==> config.mk <==
export PLATFORM = sky130hd
export DESIGN_NAME = branch_predict_unit_flat
export DESIGN_NICKNAME = d
export VERILOG_FILES = /design/src/rtl/branch_predict_unit_if.sv /design/src/rtl/branch_predict_unit.sv /design/src/flat_wrapper.sv
export SDC_FILE = /design/constraint.sdc
export NUM_CORES = 1
export LEC_CHECK = 0
export CAP_MARGIN = 0
export CORE_MARGIN = 10
export CORE_UTILIZATION = 50
export CTS_CLUSTER_DIAMETER = 120
export DETAILED_ROUTE_END_ITERATION = 10
export PLACE_DENSITY = 0.67
export REMOVE_ABC_BUFFERS = 1
export SETUP_SLACK_MARGIN = 0.15
export SLEW_MARGIN = 20
export SYNTH_ARGS = -nofsm -noshare
export SYNTH_HDL_FRONTEND = slang
export SYNTH_SLANG_ARGS = --single-unit
==> constraint.sdc <==
create_clock -name CLK -period 6.7 [get_ports CLK]
set_input_delay 1.34 -clock CLK [delete_from_list [all_inputs] [get_ports CLK]]
set_output_delay 1.34 -clock CLK [all_outputs]
set_load 0.1 [all_outputs]
==> src/rtl/branch_predict_unit_if.sv <==
// Fetch-lookup and execute-update bundle of the branch target buffer.
// Valid_E qualifies PC_E/PC_Target_E/Branch_Taken_E/Predict_Taken_E for one cycle; there is no back-pressure.
interface branch_predict_unit_if #(
    parameter int CNT_W = 16
);
    logic [31:0]      PC_F;
    logic [31:0]      PC_E;
    logic [31:0]      PC_Target_E;
    logic             Valid_E;
    logic             Branch_Taken_E;
    logic             Predict_Taken_E;
    logic             Flush_BTB;
    logic             Hit_F;
    logic             Predict_Taken_F;
    logic [31:0]      PC_Prediction_F;
    logic [CNT_W-1:0] Mispredict_Count;

    modport master (
        output PC_F, PC_E, PC_Target_E, Valid_E, Branch_Taken_E, Predict_Taken_E, Flush_BTB,
        input  Hit_F, Predict_Taken_F, PC_Prediction_F, Mispredict_Count
    );

    modport slave (
        input  PC_F, PC_E, PC_Target_E, Valid_E, Branch_Taken_E, Predict_Taken_E, Flush_BTB,
        output Hit_F, Predict_Taken_F, PC_Prediction_F, Mispredict_Count
    );
endinterface

==> src/rtl/branch_predict_unit.sv <==
// Direct-mapped branch target buffer with 2-bit saturating direction counters
// and a saturating mispredict statistics counter.
module branch_predict_unit #(
    parameter int ENTRIES = 16,
    parameter int CNT_W   = 16
) (
    input  logic                 CLK,
    input  logic                 RST,
    branch_predict_unit_if.slave bus
);
    localparam int IDX_W = $clog2(ENTRIES);
    localparam int TAG_W = 30 - IDX_W;

    logic [ENTRIES-1:0] r_valid;
    logic [TAG_W-1:0]   r_tag    [ENTRIES];
    logic [31:0]        r_target [ENTRIES];
    logic [1:0]         r_cnt    [ENTRIES];
    logic [CNT_W-1:0]   r_mis_cnt;

    logic [IDX_W-1:0] w_f_idx;
    logic [TAG_W-1:0] w_f_tag;
    logic             w_f_hit;
    logic [IDX_W-1:0] w_e_idx;
    logic [TAG_W-1:0] w_e_tag;
    logic             w_e_hit;
    logic [1:0]       w_cnt_next;
    logic             w_mispredict;
    logic             w_unused_pc;

    assign w_f_idx = bus.PC_F[IDX_W+1:2];
    assign w_f_tag = bus.PC_F[31:IDX_W+2];
    assign w_e_idx = bus.PC_E[IDX_W+1:2];
    assign w_e_tag = bus.PC_E[31:IDX_W+2];
    assign w_unused_pc = ^{bus.PC_F[1:0], bus.PC_E[1:0]};

    // Lookup reads the registered arrays, so a same-cycle update is seen only next cycle.
    assign w_f_hit = r_valid[w_f_idx] && (r_tag[w_f_idx] == w_f_tag);
    assign w_e_hit = r_valid[w_e_idx] && (r_tag[w_e_idx] == w_e_tag);

    assign bus.Hit_F           = w_f_hit;
    assign bus.Predict_Taken_F = w_f_hit & r_cnt[w_f_idx][1];
    assign bus.PC_Prediction_F = w_f_hit ? r_target[w_f_idx] : 32'h0;
    assign bus.Mispredict_Count = r_mis_cnt;

    always_comb begin
        w_cnt_next = r_cnt[w_e_idx];
        if (bus.Branch_Taken_E) begin
            if (r_cnt[w_e_idx] != 2'b11) w_cnt_next = r_cnt[w_e_idx] + 2'd1;
        end else begin
            if (r_cnt[w_e_idx] != 2'b00) w_cnt_next = r_cnt[w_e_idx] - 2'd1;
        end
    end

    assign w_mispredict = bus.Valid_E && (bus.Predict_Taken_E != bus.Branch_Taken_E);

    // A flush discards any coincident hit update or allocation entirely.
    always_ff @(posedge CLK or negedge RST) begin
        if (!RST) begin
            r_valid <= '0;
            for (int i = 0; i < ENTRIES; i++) begin
                r_tag[i]    <= '0;
                r_target[i] <= 32'h0;
                r_cnt[i]    <= 2'b10;
            end
        end else if (bus.Flush_BTB) begin
            r_valid <= '0;
        end else if (bus.Valid_E) begin
            if (w_e_hit) begin
                r_cnt[w_e_idx] <= w_cnt_next;
                if (bus.Branch_Taken_E) r_target[w_e_idx] <= bus.PC_Target_E;
            end else if (bus.Branch_Taken_E) begin
                r_valid[w_e_idx]  <= 1'b1;
                r_tag[w_e_idx]    <= w_e_tag;
                r_target[w_e_idx] <= bus.PC_Target_E;
                r_cnt[w_e_idx]    <= 2'b10;
            end
        end
    end

    always_ff @(posedge CLK or negedge RST) begin
        if (!RST) begin
            r_mis_cnt <= '0;
        end else if (w_mispredict && (r_mis_cnt != {CNT_W{1'b1}})) begin
            r_mis_cnt <= r_mis_cnt + 1'b1;
        end
    end
endmodule

==> src/flat_wrapper.sv <==
// flat-port wrapper written by rule: the top's interface ports become plain ports
module branch_predict_unit_flat 
#(
    parameter int ENTRIES = 16,
    parameter int CNT_W   = 16
)
  (CLK, RST, bus_PC_F, bus_PC_E, bus_PC_Target_E, bus_Valid_E, bus_Branch_Taken_E, bus_Predict_Taken_E, bus_Flush_BTB, bus_Hit_F, bus_Predict_Taken_F, bus_PC_Prediction_F, bus_Mispredict_Count);
  branch_predict_unit_if #(.CNT_W(CNT_W)) bus_i ();
  input  logic CLK;
  input  logic RST;
  input wire logic [$bits(bus_i.PC_F)-1:0] bus_PC_F;
  input wire logic [$bits(bus_i.PC_E)-1:0] bus_PC_E;
  input wire logic [$bits(bus_i.PC_Target_E)-1:0] bus_PC_Target_E;
  input wire logic [$bits(bus_i.Valid_E)-1:0] bus_Valid_E;
  input wire logic [$bits(bus_i.Branch_Taken_E)-1:0] bus_Branch_Taken_E;
  input wire logic [$bits(bus_i.Predict_Taken_E)-1:0] bus_Predict_Taken_E;
  input wire logic [$bits(bus_i.Flush_BTB)-1:0] bus_Flush_BTB;
  output wire logic [$bits(bus_i.Hit_F)-1:0] bus_Hit_F;
  output wire logic [$bits(bus_i.Predict_Taken_F)-1:0] bus_Predict_Taken_F;
  output wire logic [$bits(bus_i.PC_Prediction_F)-1:0] bus_PC_Prediction_F;
  output wire logic [$bits(bus_i.Mispredict_Count)-1:0] bus_Mispredict_Count;
  assign bus_i.PC_F = bus_PC_F;
  assign bus_i.PC_E = bus_PC_E;
  assign bus_i.PC_Target_E = bus_PC_Target_E;
  assign bus_i.Valid_E = bus_Valid_E;
  assign bus_i.Branch_Taken_E = bus_Branch_Taken_E;
  assign bus_i.Predict_Taken_E = bus_Predict_Taken_E;
  assign bus_i.Flush_BTB = bus_Flush_BTB;
  assign bus_Hit_F = bus_i.Hit_F;
  assign bus_Predict_Taken_F = bus_i.Predict_Taken_F;
  assign bus_PC_Prediction_F = bus_i.PC_Prediction_F;
  assign bus_Mispredict_Count = bus_i.Mispredict_Count;
  branch_predict_unit #(.ENTRIES(ENTRIES), .CNT_W(CNT_W)) u_core (.CLK(CLK), .RST(RST), .bus(bus_i));
endmodule
==> summary.md, run 1 <==
| Metric | Value |
|---|---|
| Run status | `completed` |
| Total leakage power | `roughly 26 nW` |
| Synth top area cells | `dfrtp_1 (49%), mux2_2 (19%), mux4_2 (17%)` |
| Port bufs | `between 100 and 150` |
| Total Die Area | `roughly 110,000 sq um` |
| Final Slew Violations | `0` |
| Hold Violations, Final | `0` |
| Worst vdd ir | `between 0.2 and 0.25 mV` |
| Starting density of the core | `about 51%` |
| Total CTS buffers | `106` |
| # setup viols final | `0` |
| Num rows | `approximately 120` |
| Gpl congestion | `approximately 0.85` |
| Max-cap viol count | `0` |
| Vias in the first global route | `~34,000` |
| Asr flop ratio synth | `100%` |
| Cell count after synthesis | `~3,400` |
| Layout area overhead | `14.0%` |
| Yosys reg bits | `between 900 and 1,000` |
| Hold_sp | `u_core.r_target[506]` |
| Post-route ant nets | `0` |
| CTS root buffer | `clkbuf_16` |
| Routed WL per cell | `around 30 um` |
| Mean post-synth cell area | `approximately 15 sq um` |
| Yosys warnings | `0` |
| Power Density | `277 nW/um^2` |
| Distinct cells, synth | `66` |
| RSZ-0062 raised after global routing | `false` |
| Seq. cell area | `between 20,000 and 25,000 sq um` |
| Fin crit period | `roughly 6.2 ns` |
| FILL cells | `around 7,600` |
| Nets | `3,552` |
| Die width | `around 340 um` |
| Critical Path RT | `about 5.4 ns` |
| DRC | `0` |
| Max incr delay on CP | `0.55 ns` |
| DRT Pass-1 Iters | `7` |
| Post-synth top flop | `dfrtp_1` |
| Fmax | `163 MHz` |
| Clock Skew | `0.0293 ns` |
| Crit path kind | `in2out` |
| Clk slew on worst S/H paths | `about 0.060 ns` |
| Drt total wl | `between 100,000 and 150,000 um` |
| Clock sink count | `between 900 and 1,000` |
| CTS Hold Bufs | `0` |
| CTS tree | `done` |
| Layout cells sized above 1 | `a little under half` |
| Net Sw Power | `0.00413 W` |
| WP data arrival | `around 4.8 ns` |
| Die Height | `between 300 and 400 um` |
| Clk_lat worst skew | `roughly 0.70 ns` |
| Synth top area share | `approximately half` |
| Largest fanout on the critical path | `34` |
| Crit path capture type | `output port` |
| Setup TNS | `0 ns` |
| Netlist Area Pre-Place | `50,000 sq um` |
| DR vias/cell | `6.40` |
| Post-CTS setup buffer count | `0` |
| Logic pwr share | `about 16%` |
| Sequential-to-total area share from yosys stat | `49.7%` |
| Crit-path slowest cell | `mux4_2` |
| Largest net degree at the start of global routing | `slightly above 200` |
| Number of synthesized flops with an enable pin | `0` |
| First-pass GRT wire length | `215,000 um` |
| Register share of total power | `about 46%` |
| Layout Utilization | `around 58%` |
| Clk buf depth | `3` |
| GR Overflow Total | `0` |
| DP Wirelength | `between 80,000 and 90,000 um` |
| Hold Path Class | `reg2reg` |
| Multi-input gate area | `23,600 sq um` |
| Clock share of power | `roughly 38%` |
| Worst-Margin Slew | `about 1 ns` |
| Via Count | `30,900` |
| Net Sw Frac | `between 20% and 30%` |
| CP startpoint | `bus_PC_F[2]` |
| CTS-repair resized insts | `0` |
| I/O pin cnt | `152` |
| Critical path launch point type | `input port` |
| Initial antenna violation count | `11` |
| Iter 0 DRT Violations | `2,790` |
| Crit-path cells | `buf_8 -> buf_12 -> mux4_2 -> mux4_2 -> xnor2_1 -> nand4_1 -> nor4_2 -> buf_12 -> and3_1 -> buf_12` |
| Pint | `0.0116 W` |
| GRT Util Overall | `25.1%` |
| Relative slew slack | `between 30% and 40%` |
| H-tree depth | `3` |
| Most used cell, CP | `buf_12` |
| Core area | `about 99,000 sq um` |
| Worst R2R Start | `u_core.r_tag[128]` |
| Post-synth top area cell | `dfrtp_1` |
| Final period util | `approximately nine tenths` |
## path summary, 6_finish.rpt
check,end,slack [ns],cells after the start
min in group asynchronous,u_core.r_tag[414],0.65,1
hold / removal,u_core.r_target[506],0.48,2
max in group asynchronous,u_core.r_target[439],4.49,3
setup reg to reg,u_core.r_tag[32],2.44,11
setup / recovery,bus_PC_Prediction_F[20],0.55,10
hold reg to reg,u_core.r_target[506],0.48,2
## worst max-delay path, delay by kind of cell
kind          cells  cell delay [ns]
mux               2             1.04
simple gates      3             0.88
buf+inv           4             1.11
xor+xnor          1             0.23
## metrics by stage
step,setup WS [ns],power (W),area [sq um],cells,hold slack (ns)
after floorplan,0.169,0.00886,48400,3073,0.441
after global placement,0.522,0.00971,53400,4627,0.455
after detailed placement,0.516,0.00989,53400,4627,0.463
after CTS,0.515,0.0159,56900,4821,0.477
after global routing,0.398,0.0164,57000,4823,0.495
final,0.547,0.0158,57000,4824,0.477
## cells by family (layout without fill, tap and decap cells)
family / Yosys count / after routing / synth area share [%]
muxes: 1359 / 1359 / 39.0
DFF: 992 / 992 / 49.7
and+or+nand+nor: 471 / 471 / 4.45
buffers and inverters: 338 / 494 / 3.34
AOI/OAI and AO/OA: 152 / 152 / 2.28
xor gates and xnor gates: 66 / 66 / 1.16
adders and majority gates: 1 / 1 / 0.0250
other: 0 / 2 / 0
## synthesized netlist by cell type, types with 4 or more instances
master / n
dfrtp_1: 976
mux2_2: 839
mux4_2: 379
nand2_1: 269
clkbuf_1: 148
mux2i_1: 102
buf_2: 58
xnor2_1: 57
buf_4: 53
and3_1: 48
nor2_1: 47
inv_1: 32
a22oi_1: 31
buf_1: 31
o21ai_0: 25
nand2b_1: 21
a21o_1: 20
mux2_1: 20
mux2_4: 19
dfstp_2: 16
o31ai_1: 16
nand3_1: 14
nand2_4: 13
buf_6: 12
a21oi_1: 11
nand4_1: 11
nor3_1: 11
o22ai_1: 10
xor2_1: 9
nor2b_1: 8
or3_1: 8
a221oi_1: 6
a31oi_1: 4
nor2_2: 4
## cell usage in the layout (no fill, tap or decap), types with 22 or more instances in the layout
master / count
nor2_1: 36
inv_1: 32
mux2i_1: 102
xnor2_1: 57
and3_1: 48
o21ai_0: 25
clkbuf_8: 27
dfrtp_1: 976
a22oi_1: 31
mux2_2: 839
clkbuf_1: 22
mux4_2: 379
nand2_1: 269
buf_12: 72
clkinv_2: 23
clkdlybuf4s50_1: 104
clkbuf_16: 110
buf_4: 85
## power groups by stage
stage / registers (W) / clock network [W] / logic (W)
final: 0.00728 / 0.00598 / 0.00252
after global routing: 0.00736 / 0.00631 / 0.00269
after CTS: 0.00726 / 0.00607 / 0.00254
after detailed placement: 0.00737 / 0 / 0.00253
after global placement: 0.00728 / 0 / 0.00244
after floorplan: 0.00731 / 0 / 0.00155
## layer usage
metal	part of all wire, %	vias up	wire length (um)	global-route usage [%]
met4	3.8	18	5460	9.76
met1	40	16800	56500	31.9
li1	-	12700	-	-
met5	0.080	-	113	0
met3	6.1	319	8710	4.47
met2	50	1058	71200	42.6
## cell type report
type                            count  area share (%)
Sequential cell                   992            43.6
Multi-Input combinational cell   2049            41.5
Timing Repair Buffer              268            5.65
Clock buffer                      159            5.63
Tap cell                         1287            2.83
Clock inverter                     35           0.628
Inverter                           32           0.211
Antenna cell                        2         0.00878
## flip-flops by register name, summed over array words and instances (netlist names)
name                         flops
u_core.bus.Mispredict_Count     16
u_core.r_cnt                    32
u_core.r_tag                   416
u_core.r_target                512
u_core.r_valid                  16
(Power assumes the default switching activity.)
==> inputs of run 2 (changes only) <==
==> constraint.sdc (replaced) <==
create_clock -name CLK -period 7.7 [get_ports CLK]
set_input_delay 1.54 -clock CLK [delete_from_list [all_inputs] [get_ports CLK]]
set_output_delay 1.54 -clock CLK [all_outputs]
set_load 0.1 [all_outputs]
==> summary.md, run 2 (synthesis gave the netlist of run 1 again) <==
| Metric | Value |
|---|---|
| DP Wirelength | `84,300 um (-1.6%)` |
| Die Height | `336 um (unchanged)` |
| Fin crit period | `between 6 and 7 ns` |
| H-tree depth | `3 (unchanged)` |
| Clock Skew | `0.0220 ns (-0.00731 ns)` |
| Worst vdd ir | `0.188 mV (-6.1%)` |
| Routed WL per cell | `29.3 um (-0.56%)` |
| Run status | `completed` |
| Reg2reg setup slack | `3.43 ns (+0.99 ns)` |
| Num rows | `115 (unchanged)` |
| Hold Path Class | `reg2reg` |
| DRC | `0 (unchanged)` |
| Max reg flops | `512 (unchanged)` |
| # setup viols final | `0 (unchanged)` |
| Crit path capture type | `output port` |
| Power Density | `241 nW/um^2 (-13%)` |
| Clk buf depth | `3 (unchanged)` |
| Logic pwr share | `16.0% (about the same)` |
| Clock sink count | `992 (unchanged)` |
| DR vias/cell | `6.43 (+0.43%)` |
| Net Sw Power | `0.00356 W (-14%)` |
| Worst-Margin Slew | `1.13 ns (+0.136 ns)` |
| DRT Pass-1 Iters | `5 (-2)` |
| Total CTS buffers | `106 (unchanged)` |
| GRT Util Overall | `24.9% (-0.26 points)` |
| Drt total wl | `141,000 um (-1.0%)` |
| RSZ-0062 raised after global routing | `false` |
| Largest fanout on the critical path | `62 (+82%)` |
| Post-route ant nets | `0 (unchanged)` |
| Crit-path cells | `buf_6 -> buf_4 -> mux4_2 -> mux4_2 -> xnor2_1 -> nand4_1 -> nor4_2 -> buf_4 -> and3_1 -> buf_12` |
| Most common cell after layout, fill and taps aside | `dfrtp_1` |
| Port bufs | `147 (unchanged)` |
| Reg-to-reg endpoint | `u_core.r_tag[349]` |
| Initial antenna violation count | `11 (unchanged)` |
| Largest net degree at the start of global routing | `195 (-3.5%)` |
| WP data arrival | `5.29 ns (+0.48 ns)` |
| Top Registers | `u_core.r_target (512), u_core.r_tag (416), u_core.r_cnt (32)` |
| Hold Violations, Final | `0 (unchanged)` |
| Max incr delay on CP | `0.57 ns (+0.02 ns)` |
| Core area | `98,900 sq um (unchanged)` |
| Pint | `0.0101 W (-14%)` |
| Fmax | `approximately 150 MHz` |
| CTS Hold Bufs | `0 (unchanged)` |
| Post-CTS setup buffer count | `0 (unchanged)` |
| CTS tree | `done` |
| Crit-path slowest cell | `buf_6` |
| Top reg by flops | `u_core.r_target` |
| Final Slew Violations | `0 (unchanged)` |
| Non-Filler Instances | `4,803 (-0.44%)` |
| Layout cells sized above 1 | `45.9% (-0.52 points)` |
| Starting density of the core | `50.6% (unchanged)` |
| Hold_sp | `u_core.r_target[227]` |
| Iter 0 DRT Violations | `2,806 (+0.57%)` |
| Crit path kind | `in2out` |
| CTS-repair resized insts | `0 (unchanged)` |
| Setup TNS | `0 ns (unchanged)` |
| Total leakage power | `25.7 nW (-0.91%)` |
| Net Sw Frac | `26.2% (-0.029 points)` |
| Clk slew on worst S/H paths | `0.06 ns (about the same)` |
| Worst R2R Path Depth | `11 (unchanged)` |
| Layout area overhead | `13.1%` |
| CP startpoint | `bus_PC_F[3]` |
| Vias in the first global route | `33,500 (-0.13%)` |
| CP endpoint | `bus_PC_Prediction_F[17]` |
| Relative slew slack | `24.2% (-9.0 points)` |
| Commonest cells after routing, fill and taps aside | `dfrtp_1 (976), mux2_2 (839), mux4_2 (379)` |
| Clk_lat worst skew | `0.70 ns (about the same)` |
| Register share of total power | `46.6% (+0.4 points)` |
| Gpl congestion | `0.870 (+2.0%)` |
| I/O pin cnt | `152 (unchanged)` |
| Placed Cells incl. Taps | `4,605 (-0.48%)` |
| Clock share of power | `37.5% (-0.4 points)` |
| CTS root buffer | `clkbuf_16` |
| Max-cap viol count | `0 (unchanged)` |
| First-pass GRT wire length | `214,000 um (-0.81%)` |
| Critical Path RT | `6.16 ns (+0.80 ns)` |
| GR Overflow Total | `0 (unchanged)` |
| Nets | `3,530 (-0.62%)` |
| Worst R2R Start | `u_core.r_tag[12]` |
| Die width | `336 um (unchanged)` |
| Total Die Area | `113,000 sq um (unchanged)` |
| Final period util | `between 80% and 90%` |
| Critical path launch point type | `input port` |
| Via Count | `30,900 (-0.0032%)` |
-- run 2: area by class of cell --
type	count	area (sq um)
fillers	7559	42300
flip-flops and latches	992	24800
multi-input cells	2049	23600
clock buffers	166	3220
repair buffers	246	2860
well taps	1287	1610
clock inverters	29	272
inverters	32	120
diodes	2	5.00
-- run 2: per-stage QoR --
| step | hold slack (ns) | util, % | setup slack [ns] | total power [W] | instance area [sq um] |
|---|---|---|---|---|---|
| after global placement | 0.457 | 53.6 | 0.885 | 0.00843 | 53000 |
| after global routing | 0.488 | 57.2 | 0.699 | 0.0141 | 56500 |
| final | 0.478 | 57.2 | 0.866 | 0.0136 | 56500 |
| after CTS | 0.480 | 57.2 | 0.847 | 0.0137 | 56500 |
| after floorplan | 0.441 | - | 0.769 | 0.00771 | 48400 |
| after detailed placement | 0.465 | 53.6 | 0.879 | 0.00859 | 53000 |
-- run 2: metal layers --
metal	track usage, %	share of wire, %	vias up	wire, um
li1	-	-	12700	-
met4	9.66	3.9	18	5480
met3	4.15	5.8	350	8220
met2	41.9	50	1077	70200
met5	0	0.068	-	95
met1	32.0	40	16800	56600
-- run 2: how the worst min path moves through the flow --
stage                            to  slack (ns)  depth (start not counted)
2_1_floorplan  u_core.r_target[224]        0.44                          2
3_3_place_gp   u_core.r_target[485]        0.46                          2
3_5_place_dp   u_core.r_target[229]        0.46                          2
4_1_cts        u_core.r_target[496]        0.48                          2
5_1_grt        u_core.r_target[229]        0.49                          2
6_report       u_core.r_target[227]        0.48                          2
-- run 2: power groups by stage --
| stage | combinational, W | sequential, W | clock (W) |
|---|---|---|---|
| after floorplan | 0.00135 | 0.00636 | 0 |
| after global routing | 0.00233 | 0.00641 | 0.00540 |
| after global placement | 0.00211 | 0.00633 | 0 |
| final | 0.00218 | 0.00634 | 0.00510 |
| after detailed placement | 0.00218 | 0.00641 | 0 |
| after CTS | 0.00219 | 0.00632 | 0.00518 |
-- run 2: critical path, delay by kind of cell --
family,cells,cell delay (ns)
muxes,2,0.81
and+or+nand+nor,3,0.85
buffers and inverters,4,1.63
xor gates and xnor gates,1,0.34
